`config.mk`:
```
export PLATFORM = sky130hd
export DESIGN_NAME = palindrome_check_arbiter
export DESIGN_NICKNAME = d
export VERILOG_FILES = /design/src/rtl/palindrome_check_arbiter.sv
export SDC_FILE = /design/constraint.sdc
export NUM_CORES = 1
export LEC_CHECK = 0
export CORE_UTILIZATION = 30
export CTS_BUF_LIST = sky130_fd_sc_hd__clkbuf_16
export DETAILED_ROUTE_END_ITERATION = 10
export GPL_TIMING_DRIVEN = 0
export MAX_ROUTING_LAYER = met4
export PLACE_DENSITY = 0.6
export SLEW_MARGIN = 20
export SYNTH_ARGS = -nofsm -noshare
export SYNTH_HDL_FRONTEND = slang
export SYNTH_SLANG_ARGS = --single-unit
export TNS_END_PERCENT = 1
```
`constraint.sdc`:
```
create_clock -name clk -period 2.25 [get_ports clk]
set_input_delay 0.45 -clock clk [delete_from_list [all_inputs] [get_ports clk]]
set_output_delay 0.45 -clock clk [all_outputs]
set_load 0.01 [all_outputs]
```
`src/rtl/palindrome_check_arbiter.sv`:
```
// Two-requester round-robin front end for one shared combinational palindrome
// checker, with a registered verdict response and saturating statistics.
module palindrome_check_arbiter #(
  parameter int N     = 8,
  parameter int CNT_W = 16
) (
  input  logic             clk,
  input  logic             rst_n,
  input  logic [1:0]       req_valid,
  output logic [1:0]       req_ready,
  input  logic [N-1:0]     req_data0,
  input  logic [N-1:0]     req_data1,
  output logic [N-1:0]     chk_data,
  input  logic             chk_palindrome,
  output logic             rsp_valid,
  input  logic             rsp_ready,
  output logic             rsp_id,
  output logic             rsp_palindrome,
  input  logic             clr_cnt,
  output logic [CNT_W-1:0] total_cnt,
  output logic [CNT_W-1:0] pal_cnt
);

  typedef enum logic [1:0] {
    IDLE  = 2'd0,
    CHECK = 2'd1,
    RESP  = 2'd2
  } state_e;

  localparam logic [CNT_W-1:0] CNT_MAX = '1;

  state_e           state_q, state_d;
  logic             prio_q, prio_d;
  logic [N-1:0]     chk_data_q, chk_data_d;
  logic             rsp_id_q, rsp_id_d;
  logic             rsp_pal_q, rsp_pal_d;
  logic             rsp_valid_q, rsp_valid_d;
  logic [CNT_W-1:0] total_q, total_d;
  logic [CNT_W-1:0] pal_q, pal_d;

  logic [1:0]       grant;
  logic             grant_id;
  logic             rsp_fire;

  // NOTE: every signal written here gets a default first, so no path leaves
  // one unassigned and no latch is inferred.
  always_comb begin
    state_d     = state_q;
    prio_d      = prio_q;
    chk_data_d  = chk_data_q;
    rsp_id_d    = rsp_id_q;
    rsp_pal_d   = rsp_pal_q;
    rsp_valid_d = rsp_valid_q;
    grant       = 2'b00;
    grant_id    = 1'b0;

    case (state_q)
      IDLE: begin
        case (req_valid)
          2'b01:   grant = 2'b01;
          2'b10:   grant = 2'b10;
          2'b11:   grant = prio_q ? 2'b10 : 2'b01;
          default: grant = 2'b00;
        endcase
        grant_id = grant[1];
        if (grant != 2'b00) begin
          chk_data_d = grant_id ? req_data1 : req_data0;
          rsp_id_d   = grant_id;
          prio_d     = ~grant_id;
          state_d    = CHECK;
        end
      end
      CHECK: begin
        rsp_pal_d   = chk_palindrome;
        rsp_valid_d = 1'b1;
        state_d     = RESP;
      end
      RESP: begin
        if (rsp_ready) begin
          rsp_valid_d = 1'b0;
          state_d     = IDLE;
        end
      end
      default: state_d = IDLE;
    endcase
  end

  assign rsp_fire = rsp_valid_q & rsp_ready;

  // Clear takes precedence over a coincident increment.
  always_comb begin
    total_d = total_q;
    pal_d   = pal_q;
    if (clr_cnt) begin
      total_d = '0;
      pal_d   = '0;
    end else if (rsp_fire) begin
      if (total_q != CNT_MAX) total_d = total_q + 1'b1;
      if (rsp_pal_q && (pal_q != CNT_MAX)) pal_d = pal_q + 1'b1;
    end
  end

  // NOTE: sequential state uses non-blocking assignments so all registers
  // update together from pre-edge values.
  always_ff @(posedge clk or negedge rst_n) begin
    if (!rst_n) begin
      state_q     <= IDLE;
      prio_q      <= 1'b0;
      chk_data_q  <= '0;
      rsp_id_q    <= 1'b0;
      rsp_pal_q   <= 1'b0;
      rsp_valid_q <= 1'b0;
      total_q     <= '0;
      pal_q       <= '0;
    end else begin
      state_q     <= state_d;
      prio_q      <= prio_d;
      chk_data_q  <= chk_data_d;
      rsp_id_q    <= rsp_id_d;
      rsp_pal_q   <= rsp_pal_d;
      rsp_valid_q <= rsp_valid_d;
      total_q     <= total_d;
      pal_q       <= pal_d;
    end
  end

  // Grant is masked while reset is held so no requester sees an accept.
  assign req_ready      = rst_n ? grant : 2'b00;
  assign chk_data       = chk_data_q;
  assign rsp_valid      = rsp_valid_q;
  assign rsp_id         = rsp_id_q;
  assign rsp_palindrome = rsp_pal_q;
  assign total_cnt      = total_q;
  assign pal_cnt        = pal_q;

endmodule
```
Word level (Yosys, flattened, before mapping)
Index checks and enable logic that the tools add are counted.
{"block": "totals", "register_bits": 46, "latch_bits": 0, "mem_bits_rw": 0, "rom_bits": 0, "in_bits": 23, "elab_cells": 50, "n_memories": 0}
{"block": "op_classes", "add_sub_neg": 2, "n_mul": 0, "div_mod_pow": 0, "magnitude_cmp": 0, "n_eq_ne": 9, "shifts": 0, "n_mux": 17, "bitwise_logic": 2, "reduce_logical": 12}
{"op": "two-way mux 16 bit", "n": 6}
{"op": "adder 16 x 1 -> 16 bit, second input constant", "n": 2}
{"op": "!= test 16 bit, second input constant", "n": 2}
{"op": "two-way mux 2 bit", "n": 6}
{"op": "case mux 2 bit (3 select lines)", "n": 2}
{"op": "AND reduction 2 bit", "n": 5}
{"op": "nonzero test 2 bit", "n": 5}
{"op": "two-way mux 8 bit", "n": 1}
{"op": "equality test 2 bit, second input constant", "n": 3}
{"op": "equality test 2 x 1 -> 1 bit, second input constant", "n": 2}
{"op": "!= test 2 bit, second input constant", "n": 2}
{"op": "zero test 2 bit", "n": 1}
{"op": "case mux 1 bit (2 select lines)", "n": 1}
{"op": "bitwise AND 1 bit", "n": 1}
{"op": "logical AND 1 bit", "n": 1}
{"op": "two-way mux 1 bit", "n": 1}
{"op": "NOT 1 bit", "n": 1}

Logic depth before layout (Yosys ltp)
{"block": "depth", "depth_word": 6, "depth_mapped": 6, "depth_no_buf": 5}

Worst setup path after synthesis
No wires, ideal clock.
{"block": "synth_path", "path_type": "reg2reg", "start": "register total_q[0] (netlist: total_cnt[0])", "end": "register total_q[10] (netlist: total_cnt[10])", "setup_time_ps": 78, "t_arrival_ps": 1891, "path_slack_ps": 281, "stages_incl_launch_ff": 7, "n_path_buf": 1, "period_less_slack_ps": 1969, "path_cell_list": "dfrtp_1 -> ha_1 -> nand3_1 -> or3_1 -> clkbuf_1 -> or4_1 -> a21oi_1"}
{"block": "synth_between", "elab_chain_len": 4, "elab_cells_between_ends": 7}
{"element": "start: declaration", "line": "38", "rtl": "logic [CNT_W-1:0] total_q, total_d;"}
{"element": "start signal: assignment", "line": "122", "rtl": "total_q <= total_d;"}
{"element": "adder 16 x 1 -> 16 bit", "line": "98", "rtl": "if (total_q != CNT_MAX) total_d = total_q + 1'b1;"}
{"element": "two-way mux 16 bit", "line": "98"}
{"element": "two-way mux 16 bit", "line": "97", "rtl": "end else if (rsp_fire) begin"}
{"element": "two-way mux 16 bit", "line": "94", "rtl": "if (clr_cnt) begin"}
Several ways; a longest one is shown, not always the timed one. The select of a mux whose other input is x is not followed.
A chain may end at the register's enable or synchronous reset.

Worst setup path after layout
Ends and elaborated chain as after synthesis.

==> flow_metrics.tcl <==
set metrics [dict create \
    outcome "finished clean" \
    cts_buffer_depth 2 \
    clk_pin_slew_ns 0.07 \
    dp_hpwl_um 4470 \
    antenna_found_initial 0 \
    routedWlPerCell_um 14.3 \
    ant_nets 0 \
    die_y_um 92.0 \
    io_pins 68 \
    regToRegSetupSlack_ns 0.16 \
    fin_util 0.445 \
    cts_sinks 46 \
    coreArea_um2 7770 \
    seq_area_frac_synth 0.474 \
    io_buffers 67 \
    yosysTopAreaCell "dfrtp_1" \
    cts_buffers 5 \
    rows 32 \
    die-area_um2 8460 \
    reg2reg_from "total_cnt[0]$_DFFE_PN0P_" \
    syn_nets 280 \
    drtPass1Iterations 4 \
    tightest_slew_ns 0.628 \
    avgViaCountPerCell 5.26 \
    syn_area_um2 2430 \
    synth-edff-count 0 \
    reg2reg_depth 6 \
    ir_drop_v 0.000408 \
    fin_cells 435 \
    fin_skew_ns 0.00475 \
    nNetsFinal 357 \
    crit_fanout 8 \
    gp_congestion 0.767 \
    p_leak_nw 1.38 \
    final-max-slew-violation-count 0 \
    initialDrtViolationCount 103 \
    htreeDepth 2 \
    grt_max_degree 33 \
    maxCapViolCount 0 \
    clock.fmax_ghz 0.478 \
    finalHoldViolations 0 \
    seq_area_um2 1150 \
    critPathCaptureType "flip-flop" \
    async_flop_share 1.00 \
    grt_pass1_wl_um 10300 \
    routed_wl_um 6240 \
    ys_warn_count 0 \
    setup_viol 0 \
    path_class "reg2reg" \
    mostFrequentLayoutCell "clkdlybuf4s50_1" \
    synth_area_leaders "dfrtp_1, mux2_2, a21oi_1" \
    cp-start-kind "flip-flop" \
    finalWorstSetupSlack_ns 0.159 \
    synth_top_area_frac 0.474 \
    arrival_ns 2.30 \
    cts_tree "yes" \
    cp.required_ns 2.46 \
    die_w_um 92.0 \
    root_buffer "clkbuf_16" \
    relSlewSlack 0.581 \
    place_inst 425 \
    period_needed_ns 2.09 \
    worstSkewPairLatency_ns 0.29 \
    rsz0062_at_grt "yes" \
    syn_to_final_growth_pct 42.2 \
    ys_ff_latch 46 \
    yosysUniqueCellTypes 43 \
    start_util 0.313 \
    fillerInstances 799 \
    track_usage 0.155 \
    final_layout_size_suffix_gt1_frac 0.114 \
    period_share 0.929 \
    syn_inst 255 \
    post-place-ws_ns -0.584 \
    syn_avg_cell_area_um2 9.53 \
    fin_setup_tns_ns 0 \
    num_vias 2286 \
    synth_ff_type "dfrtp_1" \
    layout_common_cells "clkdlybuf4s50_1, dfrtp_1, nand2_1, a21oi_1, nor2_1" \
    drc_errors 0 \
    r2r_end "total_cnt[10]$_DFFE_PN0P_" \
    grt_pass1_vias 2118 \
    min_path_type "in2async" \
    n_antenna_cell 0 \
    pwr_density_cell_nw_per_um2 771 \
    overflow 0 \
    multiInputGateArea_um2 1250 \
]
-- critical path, cell delays in order, from the launching register on --
cell      delay (ns)
dfrtp_1         0.43
ha_1            0.22
nand3_2         0.15
or3_1           0.34
clkbuf_1        0.19
or4_1           0.52
a21oi_1         0.16
-- cell type report --
class                      instances  area share
buffer                             8      0.0109
clock inverter                     3      0.0109
multi-input combinational        194       0.361
sequential                        46       0.333
clock buffer                       5      0.0362
tap                              102      0.0369
timing repair buffer              70       0.203
inverter                           7     0.00760
-- what timing repair did --
action / 4_1_cts / 5_1_grt
cloned: 0 / 0
endpoints found under the setup margin: 13 / 11
gates resized for setup: 11 / 5
buffers inserted: 2 / 0
hold buffers: 0 / 0
-- sequential cells by signal, indices dropped and copies added (netlist names) --
register	count
pal_cnt	16
total_cnt	16
chk_data	8
state_q	2
prio_q	1
rsp_id	1
rsp_palindrome	1
rsp_valid	1
-- layer usage --
metal / global-route usage / share of wire
met2: 0.238 / 0.48
met5: - / 0
met4: 0.0430 / 0.012
met1: 0.208 / 0.47
met3: 0.0340 / 0.038
-- synthesized netlist by cell type (3+ instances only) --
master / instances
nand4_1: 12
nor2_1: 19
nor2b_1: 13
nand2b_1: 4
inv_1: 7
a31oi_1: 3
nand3_1: 5
nor3_1: 4
or4_1: 9
and3_1: 4
dfrtp_1: 46
mux2i_1: 3
nand2_1: 20
clkbuf_1: 6
o31ai_1: 7
mux2_2: 12
a211oi_1: 4
a21oi_1: 20
or3_1: 5
o21ai_0: 16
o22ai_1: 8
-- report_power, final --
group	switching [mW]	internal [mW]	total [mW]
Combinational	0.351	0.394	0.745
Sequential	0.124	0.967	1.09
Clock	0.313	0.517	0.830
-- through the flow --
step                instance area (um2)  hold slack (ns)  power [mW]
floorplan                          2430            0.154        1.43
global placement                   3230            0.464        1.81
detailed placement                 3240            0.413        1.82
CTS                                3440            0.107        2.67
global route                       3460            0.119        2.79
finish                             3460           0.0922        2.66
-- worst max path at each step --
stage | from | to | slack, ns
CTS | clr_cnt | total_cnt[10]$_DFFE_PN0P_ | 0.01
global placement | rst_n | req_ready[0] | -1.69
detailed placement | req_valid[0] | req_ready[0] | -0.58
global route | total_cnt[0]$_DFFE_PN0P_ | total_cnt[10]$_DFFE_PN0P_ | 0.0007
finish | total_cnt[0]$_DFFE_PN0P_ | total_cnt[10]$_DFFE_PN0P_ | 0.16
floorplan | total_cnt[0]$_DFFE_PN0P_ | total_cnt[10]$_DFFE_PN0P_ | 0.28
-- cell families (layout without fill, tap and decap cells) --
logic type               Yosys count  in the layout  synth area share
AO/OA/AOI/OAI                     66             66             0.162
adder cells (fa/ha/maj)            2              2            0.0103
multiplexers                      15             15            0.0680
flip-flops                        46             46             0.474
XOR/XNOR                           1              1           0.00361
AND/OR/NAND/NOR                  110            110             0.259
buffers and inverters             15             93            0.0237
Power figures use the tool's default switching activity.
